==> config.mk <==
export PLATFORM = sky130hd
export DESIGN_NAME = scc_mem_arbiter
export DESIGN_NICKNAME = d
export VERILOG_FILES = /design/src/rtl/scc_mem_arbiter.sv
export SDC_FILE = /design/constraint.sdc
export NUM_CORES = 1
export LEC_CHECK = 0
export BUFFER_PORTS_ARGS = -buffer_cell sky130_fd_sc_hd__buf_2
export CORE_AREA = 2 2 130 132
export CTS_BUF_LIST = sky130_fd_sc_hd__clkbuf_8
export DETAILED_ROUTE_END_ITERATION = 8
export DIE_AREA = 0 0 132 134
export SLEW_MARGIN = 40
export SYNTH_ARGS = -nofsm -noshare
export SYNTH_HDL_FRONTEND = slang
export SYNTH_SLANG_ARGS = --single-unit
==> constraint.sdc <==
create_clock -name clk -period 6.4 [get_ports clk]
set_input_delay 1.92 -clock clk [delete_from_list [all_inputs] [get_ports clk]]
set_output_delay 1.92 -clock clk [all_outputs]
set_load 0.02 [all_outputs]
==> src/rtl/scc_mem_arbiter.sv <==
// Shares one memory port between SCC instruction fetch and data access (data first, burst-limited).
// Define SCC_ARB_TIMEOUT_EN to abort stalled accesses after TIMEOUT_CYCLES and raise sticky arb_err.
module scc_mem_arbiter #(
    parameter int ADDR_W         = 32,
    parameter int DATA_W         = 32,
    parameter int MAX_DATA_BURST = 4,
    parameter int TIMEOUT_CYCLES = 255
) (
    input  logic              clk,
    input  logic              reset,
    input  logic              if_req,
    input  logic [ADDR_W-1:0] if_addr,
    output logic [DATA_W-1:0] if_rdata,
    output logic              if_valid,
    input  logic              d_read,
    input  logic              d_write,
    input  logic [ADDR_W-1:0] d_addr,
    input  logic [DATA_W-1:0] d_wdata,
    output logic [DATA_W-1:0] d_rdata,
    output logic              d_valid,
    output logic              mem_req,
    output logic              mem_we,
    output logic [ADDR_W-1:0] mem_addr,
    output logic [DATA_W-1:0] mem_wdata,
    input  logic [DATA_W-1:0] mem_rdata,
    input  logic              mem_ack,
    output logic              busy,
    output logic              arb_err
);

    typedef enum logic [1:0] {IDLE, GNT_I, GNT_D} state_t;

    localparam int                BW           = $clog2(MAX_DATA_BURST + 1);
    localparam logic [BW-1:0]     BURST_MAX    = BW'(MAX_DATA_BURST);
    localparam logic [DATA_W-1:0] TIMEOUT_DATA = DATA_W'(32'hDEADBEEF);

    state_t            state, state_nx;
    logic [BW-1:0]     burst_cnt, burst_nx;
    logic              mem_req_nx, mem_we_nx, if_valid_nx, d_valid_nx, busy_nx;
    logic [ADDR_W-1:0] mem_addr_nx;
    logic [DATA_W-1:0] mem_wdata_nx, if_rdata_nx, d_rdata_nx, done_data;
    logic              data_pend, done, timed_out;

    assign data_pend = d_read | d_write;
    assign done      = mem_ack | timed_out;
    assign done_data = mem_ack ? mem_rdata : TIMEOUT_DATA;

    always_ff @(posedge clk or posedge reset) begin
        if (reset) begin
            state     <= IDLE;
            burst_cnt <= '0;
            mem_req   <= 1'b0;
            mem_we    <= 1'b0;
            mem_addr  <= '0;
            mem_wdata <= '0;
            if_rdata  <= '0;
            d_rdata   <= '0;
            if_valid  <= 1'b0;
            d_valid   <= 1'b0;
            busy      <= 1'b0;
        end else begin
            state     <= state_nx;
            burst_cnt <= burst_nx;
            mem_req   <= mem_req_nx;
            mem_we    <= mem_we_nx;
            mem_addr  <= mem_addr_nx;
            mem_wdata <= mem_wdata_nx;
            if_rdata  <= if_rdata_nx;
            d_rdata   <= d_rdata_nx;
            if_valid  <= if_valid_nx;
            d_valid   <= d_valid_nx;
            busy      <= busy_nx;
        end
    end

    // No grant while a valid pulse is out: the finishing requester is still holding its
    // request, and the idle turnaround gives the 3-cycle transaction spacing.
    always_comb begin
        state_nx     = state;
        burst_nx     = burst_cnt;
        mem_req_nx   = mem_req;
        mem_we_nx    = mem_we;
        mem_addr_nx  = mem_addr;
        mem_wdata_nx = mem_wdata;
        if_rdata_nx  = if_rdata;
        d_rdata_nx   = d_rdata;
        if_valid_nx  = 1'b0;
        d_valid_nx   = 1'b0;

        case (state)
            IDLE: begin
                if (!if_valid && !d_valid) begin
                    if (data_pend && !(if_req && burst_cnt == BURST_MAX)) begin
                        state_nx     = GNT_D;
                        mem_req_nx   = 1'b1;
                        mem_we_nx    = d_write;
                        mem_addr_nx  = d_addr;
                        mem_wdata_nx = d_wdata;
                        // Cannot exceed BURST_MAX here: at the limit the fetch wins instead.
                        burst_nx     = if_req ? burst_cnt + BW'(1) : '0;
                    end else if (if_req) begin
                        state_nx     = GNT_I;
                        mem_req_nx   = 1'b1;
                        mem_we_nx    = 1'b0;
                        mem_addr_nx  = if_addr;
                        mem_wdata_nx = '0;
                        burst_nx     = '0;
                    end
                end
            end
            GNT_I: begin
                if (done) begin
                    state_nx    = IDLE;
                    mem_req_nx  = 1'b0;
                    if_valid_nx = 1'b1;
                    if_rdata_nx = done_data;
                end
            end
            GNT_D: begin
                if (done) begin
                    state_nx   = IDLE;
                    mem_req_nx = 1'b0;
                    d_valid_nx = 1'b1;
                    if (!mem_we) begin
                        d_rdata_nx = done_data;
                    end
                end
            end
            default: begin
                state_nx   = IDLE;
                mem_req_nx = 1'b0;
            end
        endcase

        busy_nx = (state_nx != IDLE);
    end

`ifdef SCC_ARB_TIMEOUT_EN
    localparam int TW = $clog2(TIMEOUT_CYCLES + 1);

    logic [TW-1:0] to_cnt;
    logic          err_flag;

    assign timed_out = (state != IDLE) && !mem_ack && (to_cnt == TW'(TIMEOUT_CYCLES - 1));
    assign arb_err   = err_flag;

    // to_cnt holds the number of mem_req cycles already spent on the current grant.
    always_ff @(posedge clk or posedge reset) begin
        if (reset) begin
            to_cnt   <= '0;
            err_flag <= 1'b0;
        end else begin
            to_cnt <= (state == IDLE) ? '0 : to_cnt + TW'(1);
            if (timed_out) begin
                err_flag <= 1'b1;
            end
        end
    end
`else
    assign timed_out = 1'b0;
    assign arb_err   = 1'b0;
`endif

endmodule

==> flow_summary_export.csv <==
group,metric,value,unit
run_status,status,"complete, no violations",
synthesis,synth_nets,545,
synthesis,yosysWarnings,0,
clocking,cts_root_buf,"clkbuf_8",
sta,timing.final.crit_share,0.534,
synthesis,seq_area_frac_synth,0.621,
worst_setup_path,critical_path_required,6.77,ns
synthesis,synth_most_common_cell,"dfrtp_1",
worst_setup_path,cp_data_arrival_time,3.79,ns
worst_setup_path,path_max_fanout,34,
sta,layout_setup_ws,2.98,ns
worst_setup_path,critPathBufInv,2,
die,initial_core_util,0.341,
global_routing,track_usage,0.157,
pwr,vdd_drop_max,0.000272,V
route,wl_per_cell,15.2,um
worst_setup_path,crit_family,"simple AND/OR/NAND/NOR gates",
global_routing,grt_first_pass_wirelength,22.1,mm
worst_setup_path,cpMostUsedCell,"nor2b_4",
sta,worst_clock_skew,0.00799,ns
route,finalWirelength,13.7,mm
worst_hold_path,hold_class,"register to register",
cells_and_area,drive_above_1_share,0.537,
place,gp_congestion,0.753,
clocking,post-cts-setup-buffer-count,0,
die,die-area,0.0177,sq mm
clocking,postCtsHoldBufs,0,
synthesis,syn_inst,405,
synthesis,synth_cell_types,34,
synthesis,netlist.area_leader.share,0.621,
clocking,clock_latency,0.44,ns
synthesis,synthArstFlopShare,1.00,
worst_setup_path,rr_startpoint,"burst_cnt[0]$_DFFE_PP0P_",
place,place_ws,2.52,ns
worst_setup_path,crit_path_max_incr_delay,0.74,ns
synthesis,syn_area_per_cell,13.7,sq um
synthesis,synth.area.top_cells,"dfrtp_1 62%, mux2_2 12%, mux2i_1 5.8%, a22o_1 5.0%, o21ai_0 3.5%",
place,io_buffers,266,
die,io_pins,268,
die,core_area,0.0163,sq mm
global_routing,grt_pass1_vias,4387,
clocking,cts_tree,"yes",
global_routing,antenna_found_initial,0,
worst_setup_path,crit_chain,"buf_2, nand3_1, nor2b_4, buf_4, nor2b_4, a22o_1",
global_routing,grt_max_degree,93,
route,num_vias,4108,
synthesis,synthFlopType,"dfrtp_1",
die,row_count,47,
synthesis,synth-seq-cells,138,
global_routing,grt.overflow.total,0,
cells_and_area,area_growth,34.4,%
clocking,clkTransAtPathRegs,0.07,ns
sta,fmaxAchievable,293,MHz
clocking,clk_path_buf_depth,2,
route,drc,0,
place,placed_cell_area,0.00707,sq mm
route,viasPerCell,4.55,
clocking,numClockSinks,138,
sta,final.setup.tns,0,ns
cells_and_area,diodes,0,
route,drtAntennaViolNets,0,
synthesis,synth_area_leader_cell,"dfrtp_1",
sta,slew_headroom,0.472,
place,dp_hpwl,9.93,mm
clocking,h-tree-depth,4,
sta,worst_pin_slew,0.793,ns
worst_hold_path,min_from,"mem_addr[6]$_DFFE_PP0P_",
clocking,ctsResizeCount,0,
sta,fin_crit,3.42,ns
route,firstDrtPassIters,4,
synthesis,synth_edf_count,0,
sta,rsz0062_at_grt,"no",
synthesis,syn_area,0.00556,sq mm
flow_run,drv_cap,0,
sta,finalSetupViolations,0,
worst_setup_path,crit_path_top_delay_cell,"nor2b_4",
sta,report.final.slew_viol_count,0,
cells_and_area,fin_area,0.00747,sq mm
die,chipWidth,132,um
worst_setup_path,crit_start,"if_req",
worst_setup_path,endpoint_kind,"register",
route,drtIter0Drc,107,
worst_setup_path,start_kind,"primary input",
cells_and_area,final_nets,809,
clocking,numCtsBuffers,17,
synthesis,synthTopCellsByCount,"138 x dfrtp_1, 58 x mux2_2, 39 x o21ai_0",
sta,finalHoldViolCount,0,
pwr,p_per_area,533,mW/mm^2
worst_setup_path,path_class,"primary input to register",
pwr,p_leak,4.00,nW
die,die_y,134,um
registers in the layout (all words and copies together), names as in the netlist:
name       flops
state          2
d_rdata       32
burst_cnt      3
d_valid        1
mem_we         1
if_rdata      32
mem_wdata     32
busy           1
if_valid       1
mem_req        1
mem_addr      32
final timing paths:
path | cells after the start | slack [ns] | endpoint
worst min register to register | 2 | 0.48 | mem_addr[6]$_DFFE_PP0P_
worst min-delay path | 2 | 0.48 | mem_addr[6]$_DFFE_PP0P_
worst max register to register | 7 | 3.92 | mem_wdata[21]$_DFFE_PP0P_
max in group asynchronous | 3 | 3.73 | state[0]$_DFF_PP0_
worst max-delay path | 6 | 2.98 | mem_wdata[21]$_DFFE_PP0P_
min in group asynchronous | 2 | 1.58 | if_rdata[1]$_DFFE_PP0P_
power breakdown:
part	switching, mW	internal [mW]
clock	0.342	0.369
sequential	0.217	1.29
combinational	1.08	0.689
total	1.64	2.35
cell families (layout without fill, tap and decap cells):
| family | after synthesis | after routing | share of synthesized area |
|---|---|---|---|
| flip-flops | 138 | 138 | 0.621 |
| multiplexers | 96 | 96 | 0.187 |
| other | 1 | 1 | 0.000675 |
| AND/OR/NAND/NOR | 49 | 49 | 0.0398 |
| adder cells (fa/ha/maj) | 6 | 6 | 0.0135 |
| AO/OA/AOI/OAI | 81 | 81 | 0.103 |
| buffers and inverters | 34 | 311 | 0.0349 |
final cells by class:
type	count	area, sq um
Clock buffer	19	262
Clock inverter	13	141
Fill cell	1564	8820
Inverter	7	33.8
Multi-Input combinational cell	233	1920
Sequential cell	138	3450
Tap cell	220	275
Timing Repair Buffer	272	1390
through the flow:
stage / total power, mW / instances / utilization / hold WS, ns
after detailed placement: 3.32 / 870 / 0.434 / 0.467
after global placement: 3.23 / 869 / 0.433 / 0.460
after global routing: 4.25 / 902 / 0.459 / 0.505
after CTS: 4.05 / 902 / 0.459 / 0.484
final: 3.99 / 902 / 0.459 / 0.479
after floorplan: 2.69 / 405 / - / 0.475
cells in the final DEF (no fill, tap or decap), types with 2 or more instances in the layout:
| cell | netlist | final |
|---|---|---|
| buf_2 | 11 | 266 |
| dfrtp_1 | 138 | 138 |
| mux2_2 | 58 | 58 |
| o21ai_0 | 39 | 39 |
| nand2_1 | 37 | 37 |
| a22o_1 | 32 | 32 |
| mux2i_1 | 32 | 32 |
| clkbuf_8 | 0 | 19 |
| inv_1 | 7 | 7 |
| mux2_1 | 6 | 6 |
| ha_1 | 6 | 6 |
| buf_4 | 4 | 5 |
| inv_6 | 0 | 3 |
| clkinv_4 | 0 | 3 |
| nor2b_4 | 1 | 2 |
| nand2b_1 | 2 | 2 |
| a21oi_1 | 2 | 2 |
| bufinv_16 | 0 | 2 |
| clkinv_2 | 0 | 2 |
| clkinvlp_4 | 0 | 2 |
routing by layer:
metal  up-vias  part of all wire  GRT usage
met5         -                 0          0
met4         0             0.017     0.0646
met3        16             0.092     0.0620
met2       171              0.49      0.258
met1      1963              0.41      0.184
li1       1958                 -          -
worst reg2reg max path: cells and delay by family (launching register included):
family                   cells  cell delay, ns
flip-flops                   1            0.40
AO/OA/AOI/OAI                1            0.25
adder cells (fa/ha/maj)      1            0.23
buffers and inverters        2            0.54
AND/OR/NAND/NOR              3            1.01
No activity file was read; power rests on OpenSTA's default activity.
